### src/rtl/ps2_key_receiver.sv
// ps2_key_receiver: PS/2 device-to-host keyboard receiver.
// Synchronizes and glitch-filters PS2_CLK/PS2_DAT, deserializes 11-bit frames,
// checks start/parity/stop, strips E0/F0 prefixes and emits one-cycle codes.
// Ports:
//   Clock    - system clock
//   Reset    - asynchronous active-low reset
//   PS2_CLK  - keyboard clock (asynchronous)
//   PS2_DAT  - keyboard data (asynchronous)
//   Key      - make code for one cycle, 8'h00 otherwise
//   KeyUp    - release code for one cycle, 8'h00 otherwise
//   Extended - high with a nonzero Key/KeyUp that was E0-prefixed
//   Error    - one-cycle pulse on framing/parity error, timeout or 00/FF code
module ps2_key_receiver #(
   parameter int unsigned FILTER_LEN = 8,
   parameter int unsigned TIMEOUT    = 50000
) (
   input  logic       Clock,
   input  logic       Reset,
   input  logic       PS2_CLK,
   input  logic       PS2_DAT,
   output logic [7:0] Key,
   output logic [7:0] KeyUp,
   output logic       Extended,
   output logic       Error
);

   localparam int unsigned FW = (FILTER_LEN > 1) ? $clog2(FILTER_LEN) : 1;
   localparam int unsigned TW = (TIMEOUT > 1) ? $clog2(TIMEOUT) : 1;

   typedef enum logic [1:0] {S_IDLE, S_DATA, S_PARITY, S_STOP} frame_state_e;
   typedef enum logic {D_NORMAL, D_GOT_F0} dec_state_e;

   logic clk_s1_q, clk_s2_q, dat_s1_q, dat_s2_q;
   logic filt_q;
   logic [FW-1:0] filt_cnt_q;
   logic filt_accept_c, sample_c;

   frame_state_e state_q, state_d;
   logic [2:0]    bitcnt_q, bitcnt_d;
   logic [7:0]    shreg_q, shreg_d;
   logic          par_q, par_d;
   logic [TW-1:0] to_cnt_q, to_cnt_d;
   logic          byte_vld_q, byte_vld_d;
   logic          frame_err_q, frame_err_d;
   logic          abort_q, abort_d;

   dec_state_e dec_q, dec_d;
   logic       ext_q, ext_d;
   logic [7:0] key_q, key_d, keyup_q, keyup_d;
   logic       extended_q, extended_d, error_q, error_d;

   // Two-flop synchronizers; idle bus level is high.
   always_ff @(posedge Clock or negedge Reset) begin
      if (!Reset) begin
         clk_s1_q <= 1'b1;
         clk_s2_q <= 1'b1;
         dat_s1_q <= 1'b1;
         dat_s2_q <= 1'b1;
      end else begin
         clk_s1_q <= PS2_CLK;
         clk_s2_q <= clk_s1_q;
         dat_s1_q <= PS2_DAT;
         dat_s2_q <= dat_s1_q;
      end
   end

   // Accept a new clock level once it has differed for FILTER_LEN cycles in a row.
   assign filt_accept_c = (clk_s2_q != filt_q) && (filt_cnt_q == FW'(FILTER_LEN - 1));
   assign sample_c      = filt_accept_c && filt_q;

   always_ff @(posedge Clock or negedge Reset) begin
      if (!Reset) begin
         filt_q     <= 1'b1;
         filt_cnt_q <= '0;
      end else if (clk_s2_q == filt_q) begin
         filt_cnt_q <= '0;
      end else if (filt_accept_c) begin
         filt_q     <= clk_s2_q;
         filt_cnt_q <= '0;
      end else begin
         filt_cnt_q <= filt_cnt_q + FW'(1);
      end
   end

   // Frame FSM: one step per sample event, plus mid-frame inactivity timeout.
   always_comb begin
      state_d     = state_q;
      bitcnt_d    = bitcnt_q;
      shreg_d     = shreg_q;
      par_d       = par_q;
      to_cnt_d    = '0;
      byte_vld_d  = 1'b0;
      frame_err_d = 1'b0;
      abort_d     = 1'b0;
      if (state_q != S_IDLE) begin
         to_cnt_d = sample_c ? '0 : to_cnt_q + TW'(1);
      end
      unique case (state_q)
         S_IDLE: begin
            // A high start bit is a spurious edge and is silently ignored.
            if (sample_c && !dat_s2_q) begin
               state_d  = S_DATA;
               bitcnt_d = '0;
            end
         end
         S_DATA: begin
            if (sample_c) begin
               shreg_d  = {dat_s2_q, shreg_q[7:1]};
               bitcnt_d = bitcnt_q + 3'd1;
               if (bitcnt_q == 3'd7) state_d = S_PARITY;
            end
         end
         S_PARITY: begin
            if (sample_c) begin
               par_d   = dat_s2_q;
               state_d = S_STOP;
            end
         end
         S_STOP: begin
            if (sample_c) begin
               if (dat_s2_q && (^{shreg_q, par_q})) byte_vld_d  = 1'b1;
               else                                 frame_err_d = 1'b1;
               state_d = S_IDLE;
            end
         end
         default: state_d = S_IDLE;
      endcase
      if ((state_q != S_IDLE) && !sample_c && (to_cnt_q == TW'(TIMEOUT - 1))) begin
         state_d     = S_IDLE;
         to_cnt_d    = '0;
         frame_err_d = 1'b1;
         abort_d     = 1'b1;
      end
   end

   always_ff @(posedge Clock or negedge Reset) begin
      if (!Reset) begin
         state_q     <= S_IDLE;
         bitcnt_q    <= '0;
         shreg_q     <= '0;
         par_q       <= 1'b0;
         to_cnt_q    <= '0;
         byte_vld_q  <= 1'b0;
         frame_err_q <= 1'b0;
         abort_q     <= 1'b0;
      end else begin
         state_q     <= state_d;
         bitcnt_q    <= bitcnt_d;
         shreg_q     <= shreg_d;
         par_q       <= par_d;
         to_cnt_q    <= to_cnt_d;
         byte_vld_q  <= byte_vld_d;
         frame_err_q <= frame_err_d;
         abort_q     <= abort_d;
      end
   end

   // Decoder: shreg_q still holds the byte while byte_vld_q is high (FSM is idle).
   always_comb begin
      dec_d      = dec_q;
      ext_d      = ext_q;
      key_d      = 8'h00;
      keyup_d    = 8'h00;
      extended_d = 1'b0;
      error_d    = 1'b0;
      if (frame_err_q) begin
         error_d = 1'b1;
         if (abort_q) begin
            dec_d = D_NORMAL;
            ext_d = 1'b0;
         end
      end else if (byte_vld_q) begin
         if (shreg_q == 8'hE0) begin
            ext_d = 1'b1;
         end else if (shreg_q == 8'hF0) begin
            dec_d = D_GOT_F0;
         end else if ((shreg_q == 8'h00) || (shreg_q == 8'hFF)) begin
            error_d = 1'b1;
            dec_d   = D_NORMAL;
            ext_d   = 1'b0;
         end else begin
            if (dec_q == D_GOT_F0) keyup_d = shreg_q;
            else                   key_d   = shreg_q;
            extended_d = ext_q;
            ext_d      = 1'b0;
            dec_d      = D_NORMAL;
         end
      end
   end

   always_ff @(posedge Clock or negedge Reset) begin
      if (!Reset) begin
         dec_q      <= D_NORMAL;
         ext_q      <= 1'b0;
         key_q      <= 8'h00;
         keyup_q    <= 8'h00;
         extended_q <= 1'b0;
         error_q    <= 1'b0;
      end else begin
         dec_q      <= dec_d;
         ext_q      <= ext_d;
         key_q      <= key_d;
         keyup_q    <= keyup_d;
         extended_q <= extended_d;
         error_q    <= error_d;
      end
   end

   assign Key      = key_q;
   assign KeyUp    = keyup_q;
   assign Extended = extended_q;
   assign Error    = error_q;

endmodule
### config.mk
export PLATFORM = sky130hd
export DESIGN_NAME = ps2_key_receiver
export DESIGN_NICKNAME = d
export VERILOG_FILES = /design/src/rtl/ps2_key_receiver.sv
export SDC_FILE = /design/constraint.sdc
export NUM_CORES = 1
export LEC_CHECK = 0
export ABC_AREA = 1
export CAP_MARGIN = 25
export CORE_MARGIN = 4
export CORE_UTILIZATION = 54
export CTS_BUF_LIST = sky130_fd_sc_hd__clkbuf_8
export CTS_CLUSTER_DIAMETER = 60
export DETAILED_ROUTE_END_ITERATION = 12
export GPL_TIMING_DRIVEN = 0
export PLACE_DENSITY = 0.78
export SLEW_MARGIN = 20
export SYNTH_ARGS = -nofsm -noshare
export SYNTH_HDL_FRONTEND = slang
export SYNTH_SLANG_ARGS = --single-unit
### constraint.sdc
create_clock -name Clock -period 1.48 [get_ports Clock]
set_input_delay 0.444 -clock Clock [delete_from_list [all_inputs] [get_ports Clock]]
set_output_delay 0.444 -clock Clock [all_outputs]
set_load 0.01 [all_outputs]
# Word level (Yosys, flattened, before mapping)

Index checks and enable logic that the tools add are counted.

Bitwise gates (word level): 1
Mux-type cells: 54
Reduce and logical (&&, ||, !) cells: 22
Equality and inequality tests: 21
Add/sub/neg operators: 3

Operator list:

| cell                                          | count |
|---|---|
| two-way mux 8 bit                             | 12 |
| two-way mux 16 bit                            | 3 |
| two-way mux 1 bit                             | 27 |
| == test 8 bit, second input constant          | 3 |
| != test 3 bit, second input constant          | 6 |
| adder 16 x 1 -> 16 bit, second input constant | 1 |
| == test 16 bit, second input constant         | 1 |
| two-way mux 2 bit                             | 6 |
| two-way mux 3 bit                             | 4 |
| AND reduction 3 bit                           | 3 |
| XOR reduction 9 bit                           | 1 |
| logical NOT 8 bit                             | 1 |
| case mux 2 bit (4 select lines)               | 1 |
| adder 3 x 1 -> 3 bit, second input constant   | 2 |
| == test 3 bit, second input constant          | 2 |
| logical AND 1 bit                             | 6 |
| != test 2 bit, second input constant          | 3 |
| case mux 3 bit (2 select lines)               | 1 |
| AND reduction 2 bit                           | 3 |
| nonzero test 2 bit                            | 3 |
| AND reduction 5 bit                           | 1 |
| == test 2 bit, second input constant          | 2 |
| == test 2 x 1 -> 1 bit, second input constant | 1 |
| logical NOT 1 bit                             | 2 |
| 6 further kinds                               | 6 |

Output and inout bits: 18
Word-level logic and storage cells: 121
Input bits: 4
Bits in registers: 61

# Longest topological paths before layout

Gate-level depths: netlist of run 1.

Depth after elaboration: 8
Mapped depth: 11
Gate-level depth less buffers: 11

# Least setup slack after synthesis of run 1

No wires, ideal clock.

Kind: reg2reg
From: register filt_cnt_q[0]
To: register to_cnt_q[7]
Buffers on the path: 1
Data arrival time: 1.441 ns
Slack: -0.047 ns
Library setup time: 0.086 ns
Period minus slack after synthesis: 1.527 ns
Stages on the path, launching flop included: 9
Required time: 1.394 ns
Path through: dfrtp_1 > ha_1 > ha_1 > nand2_1 > nand2_1 > inv_1 > nand2_1 > buf_4 > nor3_1

Word-level cells in the longest chain between the ends: 7
Elaborated cells between the ends (all ways): 9
Classes of those cells: 1 x eq/ne; 3 x mux; 5 x reduce/logical

RTL lines:

| element                        | line | source |
|---|---|---|
| start, declared                | 35   | `logic [FW-1:0] filt_cnt_q;` |
| start signal, assigned         | 81   | `filt_cnt_q <= filt_cnt_q + FW'(1);` |
| == test 3 bit *                | 68   | `assign filt_accept_c = (clk_s2_q != filt_q) && (filt_cnt_q == FW'(FILTER_LEN - 1));` |
| logical AND 1 bit *            | 68   |  |
| logical AND 1 bit *            | 69   | `assign sample_c = filt_accept_c && filt_q;` |
| logical NOT 1 bit              | 128  | `if ((state_q != S_IDLE) && !sample_c && (to_cnt_q == TW'(TIMEOUT - 1))) begin` |
| logical AND 1 bit (2 in a row) | 128  |  |
| two-way mux 16 bit *           | 128  |  |
| named net to_cnt_d[7]          | 42   | `logic [TW-1:0] to_cnt_q, to_cnt_d;` |
| end signal, assigned           | 151  | `to_cnt_q <= to_cnt_d;` |
| end, declared                  | 42   |  |

Mark *: on every way through the listed nets, which the timed path passes. The rest lies on a longest branch.
A chain may end at the register's enable or synchronous reset.

# Worst setup path after layout of run 1

From: register to_cnt_q[0]
To: register to_cnt_q[14]

Word-level cells in the longest chain between the ends: 4
Elaborated cells between the ends (all ways): 6
Classes of those cells: 1 x add/sub; 1 x eq/ne; 3 x mux; 1 x reduce/logical

RTL lines:

| element                | line | source |
|---|---|---|
| adder 16 x 1 -> 16 bit | 96   | `to_cnt_d = sample_c ? '0 : to_cnt_q + TW'(1);` |
| two-way mux 16 bit     | 96   |  |
| two-way mux 16 bit     | 95   | `if (state_q != S_IDLE) begin` |
| two-way mux 16 bit *   | 128  |  |
| named net to_cnt_d[14] | 42   |  |

Marks and branches as above.

==> results of run 1 <==
-- cell type report --
class | instances | area (µm²) | area share (%)
Sequential cell | 61 | 1539 | 41.34
Clock buffer | 10 | 137.6 | 3.697
Multi-Input combinational cell | 211 | 1340 | 36.00
Buffer | 3 | 35.03 | 0.9412
Timing Repair Buffer | 41 | 336.6 | 9.042
Tap cell | 70 | 87.58 | 2.353
Clock inverter | 6 | 80.08 | 2.151
Inverter | 43 | 166.4 | 4.471
-- timing repair --
action                     CTS  global route
buffers inserted             7            12
gates cloned                 1             0
resized for setup           43            37
pin swaps                    5            13
setup endpoints to repair   58            39
-- cell usage in the layout (no fill, tap or decap), types with 2 or more instances in the layout --
cell,n
nor3_1,4
inv_2,11
nand4_1,4
dfstp_2,5
nand2_1,58
xor2_1,5
nor2_2,15
o21ai_0,12
inv_4,2
nand2_2,4
bufinv_16,2
buf_4,21
nand3_1,25
nor2_1,33
dlygate4sd2_1,17
a21oi_1,2
o21bai_1,2
nand2_4,5
inv_1,32
dfrtp_1,51
nand3_4,2
nor3_4,2
nand3_2,2
a31oi_1,2
nor3_2,4
dfrtp_2,5
clkdlybuf4s50_1,2
clkbuf_8,10
nor2_4,5
ha_4,4
a21oi_2,2
ha_1,5
-- registers in the layout (all words and copies together), names as in the netlist, 2 cells and up --
signal,count
Key,8
KeyUp,8
bitcnt_q,3
filt_cnt_q,3
shreg_q,8
state_q,2
to_cnt_q,16
-- synth_stat cells, types with 2 or more instances --
cell type	instances
nand2_1	65
dfrtp_1	56
nor2_1	40
inv_1	38
nand3_1	26
o21ai_0	14
nor2_2	11
ha_1	10
nor3_1	8
dfstp_2	5
inv_2	5
xor2_1	5
a21oi_1	4
nand4_1	4
nand3_2	3
a31oi_1	2
nand2_2	2
nor2_4	2
nor3_4	2
o21bai_1	2
-- power by group --
part           internal, mW  leakage, nW  switching [mW]
combinational         0.433        0.902           0.592
clock                 0.978        0.115           0.632
sequential             1.79        0.818           0.108
-- metal layers --
| metal | vias up | track usage [%] |
|---|---|---|
| met2 | 68 | 32.76 |
| met1 | 1086 | 20.26 |
| met4 | 0 | 8.277 |
| met5 | - | 0 |
| li1 | 1117 | - |
| met3 | 21 | 6.208 |
-- per-stage QoR --
step	TNS (ns)	hold slack [ns]	cell area [µm²]	power, mW	utilization [%]
3_5_place_dp	-3.791	0.3479	3176	2.512	61.78
6_report	-0.01402	0.1577	3722	4.532	72.42
4_1_cts	-0.01075	0.1784	3512	4.306	68.33
5_1_grt	-1.293	0.2162	3722	4.774	72.42
3_3_place_gp	-111.19	0.3467	3178	2.487	61.83
2_1_floorplan	0	0.1484	2880	2.341	-
-- worst paths after layout --
kind	from	to	slack [ns]	cells after the start
max	to_cnt_q[0]	to_cnt_q[14]	-0.01	7
min	Reset	filt_cnt_q[1]	0.16	1
max reg2reg	to_cnt_q[0]	to_cnt_q[14]	-0.01	7
min reg2reg	dat_s1_q	dat_s2_q	0.35	0
max in group asynchronous	Reset	to_cnt_q[5]	0.80	1
min in group Clock	dat_s1_q	dat_s2_q	0.35	0
-- logic make-up after synthesis --
kind of cell,Yosys count
AND/OR/NAND/NOR,168
AO/OA/AOI/OAI,27
flip-flops,61
XOR/XNOR,6
buffers and inverters,47
adder cells (fa/ha/maj),10
==> flow_summary.yaml, run 1 <==
outcome:
  status: "finished with violations"
  violations: "negative setup slack"
cts:
  cts_max_level: 3
  insertion_delay_ns: 0.34
  cts_max_path_buffers: 2
  clkTransAtPathRegs_ns: 0.07
  cts_tree: "yes"
  cts_buffers: 9
  holdBufCountCts: 0
  root_buffer: "clkbuf_8"
  clock_sink_count: 61
power:
  power_density_nw_per_um2: 1217
  ir_drop_mv: 0.7724
  leakagePower_nw: 1.835
sta:
  fmaxAchievable_mhz: 669.5
  rsz0062_at_grt: "yes"
  fin_crit_ns: 1.494
  finalHoldViolations: 0
  period_share_pct: 100.9
  worstMarginPinSlew_ns: 0.7215
  layout_setup_ws_ns: -0.01367
  clock_skew_ns: 0.01307
  setup_violations: 2
  relSlewSlack_pct: 51.90
  drv_slew: 0
grt:
  grt_max_degree: 62
  grt_pass1_wl_um: 9301
  grt_pass1_vias: 2222
  overflow: 0
  grt_usage_pct: 18.60
  antenna_found_initial: 0
logic_synthesis:
  synth_simple_gate_area_share_pct: 28.02
  syn_avg_cell_area_um2: 9.013
  synth_top_area_share_pct: 48.74
  synth_fa_ha_area_share_pct: 4.352
  synth_top_cell_by_area: "dfrtp_1"
  synth_top_family_by_area: "simple AND/OR/NAND/NOR gates"
  netlist_area_um2: 2875
  async_flop_share_pct: 100.0
  yosys.area_share.xor_xnor_pct: 1.828
  ys_top_cells_by_area: "dfrtp_1 49%, nand2_1 8.5%, nor2_1 5.2%"
  ys_seq_area_share_pct: 53.31
  syn_nets: 333
  synth_mux_area_share_pct: 0
  synth_flop_cell: "dfrtp_1"
  synth_edf_count: 0
  synth_compound_area_share_pct: 5.614
  netlist_instances: 319
  synth_warnings: 0
  ys_ff_latch: 61
  synth.distinct_cells: 35
drt:
  highest_layer: "met4"
  vias: 2292
  routed-wl-met3_um: 325
  wire_per_inst_um: 12.83
  wirelength_um: 5710
  wl_met2_um: 2939
  first_pass_iters: 4
  drt_iter0_drc: 97
  ant_nets: 0
  drc: 0
  viasPerCell: 5.151
  route.layer.met1.wl_um: 2298
floorplan:
  start_util_pct: 55.94
  die_w_um: 80.97
  ios: 22
  dieArea_um2: 6556
  die_h_um: 80.97
  fp-row-count: 26
  core_um2: 5140
layout:
  synthToLayoutAreaGrowth_pct: 29.46
  fillers: 388
  instances_no_fill: 445
  final_net_count: 384
  diodes: 0
  drive_above_1_share_pct: 29.87
placed_design:
  dp_cells: 410
  port_buffers: 21
  gp_congestion: 0.8491
  dp_slack_ns: -0.2259
  dp_hpwl_um: 3608
worst_setup_path:
  cp_max_fo: 3
  path_class: "reg2reg"
  cp_num_buf_inv: 0
  critical-path-max-stage-delay_ns: 0.40
  start_kind: "register"
  worstPathArrival_ns: 1.71
  critPathSlowestCell: "dfrtp_1"
  worst_setup_path_end_kind: "register"
  path_delay_family: "simple AND/OR/NAND/NOR gates"
  path_cells: "ha_4 > nand2_4 > nor3_4 > nand3_2 > nor2_2 > xor2_1 > nor2_1"
  crit_required_ns: 1.70
flow_run:
  maxCapViolCount: 0
hold_path:
  hp-class: "in2async"
Power figures use the tool's default switching activity.
==> inputs of run 2 (changes only) <==
--- a/config.mk
+++ b/config.mk
@@ -18,3 +18,4 @@
 export SYNTH_ARGS = -nofsm -noshare
 export SYNTH_HDL_FRONTEND = slang
 export SYNTH_SLANG_ARGS = --single-unit
+export TNS_END_PERCENT = 10
==> run 2 against run 1 <==
Compared with the run above: the run still ends with negative setup slack left; global-route usage stayed put; first-iteration DRC count is 19% higher; core utilization is 0.88 points lower; total power is 0.74% lower; fmax is 1.0% lower; wire length is 2.8% lower.
==> flow_summary.yaml, run 2 (synthesis gave the netlist of run 1 again) <==
power:
  ir_drop_mv: 0.7680
  power_density_nw_per_um2: 1223
  power_frac_clock_pct: 35.9
  netSwitchingFraction_pct: 29.27
  leakagePower_nw: 1.839
  switchingPower_mw: 1.317
  intPower_mw: 3.182
  p_comb_share_pct: 22.0
  seq_power_share_pct: 42.1
layout:
  instances_no_fill: 443
  drive_above_1_share_pct: 28.15
  largest-register: "to_cnt_q"
  layout_common_cells: "59 x nand2_1, 51 x dfrtp_1, 34 x inv_1"
  final_net_count: 382
  mostFrequentLayoutCell: "nand2_1"
  synthToLayoutAreaGrowth_pct: 27.89
  largest_reg_flops: 16
  diodes: 0
cts:
  root_buffer: "clkbuf_8"
  clkTransAtPathRegs_ns: 0.07
  cts_buffers: 9
  holdBufCountCts: 0
  clock_sink_count: 61
  cts_max_level: 3
  cts_tree: "yes"
  insertion_delay_ns: 0.34
  cts_max_path_buffers: 2
drt:
  vias: 2257
  wirelength_um: 5550
  viasPerCell: 5.095
  drc: 0
  wire_per_inst_um: 12.53
  ant_nets: 0
  drt_iter0_drc: 115
  first_pass_iters: 4
sta:
  layout_setup_ws_ns: -0.02901
  clock_skew_ns: 0.01282
  fmaxAchievable_mhz: 662.7
  worstMarginPinSlew_ns: 0.7160
  drv_slew: 0
  setup_violations: 2
  hold_ws_ns: 0.1572
  relSlewSlack_pct: 52.27
  fin_crit_ns: 1.509
  finalHoldViolations: 0
  rsz0062_at_grt: "yes"
  period_share_pct: 102.0
grt:
  grt_max_degree: 62
  globalRouteMet1Util_pct: 20.26
  grt_pass1_wl_um: 9301
  overflow: 0
  grt_usage_pct: 18.60
  antenna_found_initial: 0
  grt.busiest_layer: "met2"
  gr-usage-met3_pct: 6.208
  grtUsageMet2_pct: 32.76
  grt_pass1_vias: 2222
worst_setup_path:
  cp.depth: 7
  crit_required_ns: 1.71
  r2r_slack_ns: -0.03
  rr_worst_depth: 7
  cp_num_buf_inv: 1
  start_kind: "register"
  path_cells: "buf_4 > nand3_4 > nor2_4 > nand4_1 > nor2_1 > nor2_1 > o21a_1"
  worst_setup_path_end_kind: "register"
  r2r-start: "to_cnt_q[0]"
  worstPathArrival_ns: 1.74
  critPathSlowestCell: "dfrtp_1"
  r2r_end: "to_cnt_q[13]"
  path_class: "reg2reg"
  crit_top_cell: "nor2_1"
  cp_max_fo: 5
  critical-path-max-stage-delay_ns: 0.40
  path_delay_family: "simple AND/OR/NAND/NOR gates"
floorplan:
  dieArea_um2: 6556
  fp-row-count: 26
  die_h_um: 80.97
  ios: 22
  start_util_pct: 55.94
  core_um2: 5140
  die_w_um: 80.97
placed_design:
  port_buffers: 21
  dp_cells: 410
  gp_congestion: 0.8491
  dp_hpwl_um: 3608
hold_path:
  hp-class: "in2async"
flow_run:
  maxCapViolCount: 0
outcome:
  violations: "negative setup slack"
  status: "finished with violations"
## run 2: what timing repair did
action / CTS / global route
setup buffers: 7 / 9
endpoints found under the setup margin: 58 / 39
gates cloned: 1 / 0
pin swaps: 5 / 12
resized for setup: 43 / 29
## run 2: cell type report
cell class              instances  area, µm²
plain buffers                   4      42.54
clock buffers                  10      137.6
clock inverters                 6      80.08
fillers                       400       1463
inverters                      43      166.4
multi-input cells             211       1310
flip-flops and latches         61       1539
well taps                      70      87.58
repair buffers                 38      314.1
## run 2: worst max-delay path by stage
stage / from / end / slack [ns]
6_report: to_cnt_q[0] / to_cnt_q[13] / -0.03
5_1_grt: to_cnt_q[0] / to_cnt_q[13] / -0.13
4_1_cts: state_q[1] / state_q[1] / -0.01
3_5_place_dp: filt_cnt_q[0] / to_cnt_q[7] / -0.23
3_3_place_gp: Reset / bitcnt_q[1] / -1.82
2_1_floorplan: filt_cnt_q[0] / state_q[0] / 0.008
## run 2: per-stage QoR
stage | setup TNS [ns] | power (mW) | utilization (%) | setup slack, ns | instance area, µm²
after global routing | -1.856 | 4.737 | 71.54 | -0.1291 | 3677
after detailed placement | -3.791 | 2.512 | 61.78 | -0.2259 | 3176
after global placement | -111.19 | 2.487 | 61.83 | -1.824 | 3178
after floorplan | 0 | 2.341 | - | 0.007549 | 2880
final | -0.03260 | 4.498 | 71.54 | -0.02901 | 3677
after CTS | -0.01075 | 4.306 | 68.33 | -0.01075 | 3512
## run 2: power groups by stage
| stage | registers [mW] | clock network (mW) | logic (mW) |
|---|---|---|---|
| 4_1_cts | 1.86 | 1.64 | 0.801 |
| 5_1_grt | 1.90 | 1.73 | 1.10 |
| 3_3_place_gp | 1.89 | 0 | 0.602 |
| 3_5_place_dp | 1.89 | 0 | 0.623 |
| 2_1_floorplan | 1.87 | 0 | 0.467 |
| 6_report | 1.89 | 1.61 | 0.991 |
## run 2: per-layer routing
metal | wire length [µm] | vias up
li1 | - | 1115
met2 | 2846 | 45
met1 | 2295 | 1080
met4 | 127 | 0
met3 | 281 | 17
met5 | 0 | -
==> inputs of run 3 (changes only) <==
--- a/config.mk
+++ b/config.mk
@@ -7,13 +7,16 @@
 export LEC_CHECK = 0
 export ABC_AREA = 1
 export CAP_MARGIN = 25
+export CELL_PAD_IN_SITES_DETAIL_PLACEMENT = 1
+export CELL_PAD_IN_SITES_GLOBAL_PLACEMENT = 1
 export CORE_MARGIN = 4
-export CORE_UTILIZATION = 54
+export CORE_UTILIZATION = 42
 export CTS_BUF_LIST = sky130_fd_sc_hd__clkbuf_8
 export CTS_CLUSTER_DIAMETER = 60
 export DETAILED_ROUTE_END_ITERATION = 12
+export GPL_ROUTABILITY_DRIVEN = 0
 export GPL_TIMING_DRIVEN = 0
-export PLACE_DENSITY = 0.78
+export PLACE_DENSITY_LB_ADDON = 0.15
 export SLEW_MARGIN = 20
 export SYNTH_ARGS = -nofsm -noshare
 export SYNTH_HDL_FRONTEND = slang
==> run 3 against run 2 <==
Compared with the run above: the flow still finishes with violations (negative setup slack); first-iteration DRC count down 36%; critical path type unchanged; largest power group unchanged; register-to-register slack worse by 0.05 ns; clock-buffer cell count down 1.
==> flow_summary.yaml, run 3 (synthesis gave the netlist of run 1 again) <==
outcome:
  status: "finished with violations"
  violations: "negative setup slack"
sta:
  period_share_pct: 105.5
  drv_slew: 0
  fmaxAchievable_mhz: 640.4
  hold_ws_ns: 0.3563
  rsz0062_at_grt: "yes"
  setup_tns_ns: -0.2346
  finalHoldViolations: 0
  relSlewSlack_pct: 72.89
  worstMarginPinSlew_ns: 0.4067
  fin_crit_ns: 1.562
  clock_skew_ns: 0.005714
  layout_setup_ws_ns: -0.08161
  setup_violations: 6
grt:
  grt_usage_pct: 17.22
  overflow: 0
  grt_pass1_wl_um: 11130
  grt_pass1_vias: 2404
  grt_max_degree: 42
  antenna_found_initial: 0
power:
  switchingPower_mw: 1.427
  p_comb_share_pct: 25.5
  ir_drop_mv: 0.8352
  intPower_mw: 3.040
  leakagePower_nw: 1.827
  power_frac_clock_pct: 32.3
  netSwitchingFraction_pct: 31.95
  finalPower_mw: 4.467
  seq_power_share_pct: 42.2
  power_density_nw_per_um2: 1185
floorplan:
  dieArea_um2: 8234
  die_w_um: 90.74
  start_util_pct: 44.27
  die_h_um: 90.74
  core_um2: 6495
  ios: 22
  fp-row-count: 29
worst_setup_path:
  cp_num_buf_inv: 0
  r2r_slack_ns: -0.08
  worstPathArrival_ns: 1.79
  cp_max_fo: 3
  critical-path-max-stage-delay_ns: 0.40
  worst_setup_path_end_kind: "register"
  r2r-start: "to_cnt_q[1]"
  path_class: "reg2reg"
  r2r_end: "to_cnt_q[14]"
  path_delay_family: "simple AND/OR/NAND/NOR gates"
  rr_worst_depth: 7
  start_kind: "register"
  crit_required_ns: 1.70
  critPathSlowestCell: "dfrtp_1"
  cp.depth: 7
  path_cells: "ha_4 > nand2_2 > nor3_4 > nand3_2 > nor2_2 > xor2_1 > nor2_1"
layout:
  layout_common_cells: "58 x nand2_1, 51 x dfrtp_1, 31 x inv_1"
  drive_above_1_share_pct: 30.59
  fillers: 749
  fin_area_um2: 3770
  instances_no_fill: 453
  largest-register: "to_cnt_q"
  final_net_count: 385
  final_core_util_pct: 58.04
  diodes: 0
  mostFrequentLayoutCell: "nand2_1"
  synthToLayoutAreaGrowth_pct: 31.11
  largest_reg_flops: 16
cts:
  root_buffer: "clkbuf_8"
  insertion_delay_ns: 0.34
  clkTransAtPathRegs_ns: 0.07
  clock_sink_count: 61
  cts_max_path_buffers: 2
  cts_max_level: 3
  cts_buffers: 9
  cts_tree: "yes"
drt:
  ant_nets: 0
  wirelength_um: 6875
  first_pass_iters: 4
  viasPerCell: 5.049
  drt_iter0_drc: 74
  drc: 0
  vias: 2287
  wire_per_inst_um: 15.18
placed_design:
  port_buffers: 21
  dp_slack_ns: -0.3141
  dp_cells: 418
  dp_hpwl_um: 4489
  place_area_um2: 3204
hold_path:
  holdPathEnd: "dat_s2_q"
  hp-class: "reg2reg"
  hold_path_depth: 0
  min_from: "dat_s1_q"
flow_run:
  maxCapViolCount: 0
-- run 3: changes by cell type in the layout (fill, tap and decap cells not counted), sizes merged --
| cell | delta |
|---|---|
| dlygate4sd2 | -5 |
| inv | -2 |
| bufinv | -1 |
| buf | +1 |
| clkdlybuf4s15 | +5 |
| dlygate4sd3 | +1 |
| clkinv | +4 |
-- run 3: final cells by class --
class	count	area, µm²	area share, %
flip-flops and latches	61	1539	40.82
multi-input cells	211	1339	35.51
repair buffers	41	379.1	10.06
inverters	43	176.4	4.680
clock buffers	9	123.9	3.286
well taps	77	96.34	2.556
clock inverters	7	66.31	1.759
plain buffers	4	50.05	1.328
-- run 3: power groups by stage --
stage	sequential (mW)	combinational [mW]	clock, mW
global placement	1.89	0.618	0
detailed placement	1.90	0.666	0
finish	1.89	1.14	1.44
floorplan	1.87	0.467	0
global route	1.90	1.26	1.57
CTS	1.87	0.810	1.48
-- run 3: worst max path at each step --
stage                        from           end  slack (ns)
CTS                 filt_cnt_q[0]    state_q[0]       -0.06
global route          to_cnt_q[0]  to_cnt_q[14]       -0.19
floorplan           filt_cnt_q[0]    state_q[0]       0.008
global placement            Reset   bitcnt_q[1]       -1.95
finish                to_cnt_q[1]  to_cnt_q[14]       -0.08
detailed placement  filt_cnt_q[0]   to_cnt_q[7]       -0.31
-- run 3: per-layer routing --
metal	up-vias	part of all wire (%)	routed length, µm	track usage, %
li1	1118	-	-	-
met1	1136	43	2977	19.63
met2	26	53	3618	28.97
met3	7	3.0	203	6.667
met4	0	1.1	76	6.760
met5	-	0	0	0
-- run 3: repair_timing --
item,CTS,global route
endpoints found under the hold margin,20,0
gates cloned,0,1
hold buffers,1,0
pin swaps,5,15
endpoints found under the setup margin,59,47
setup buffers,2,15
gates resized for setup,44,52
-- run 3: worst register-to-register path: stages (launching register included) --
cell and delay [ns]:
dfrtp_1 0.40, ha_4 0.17, nand2_2 0.09, nor3_4 0.26
nand3_2 0.14, nor2_2 0.13, xor2_1 0.18, nor2_1 0.07
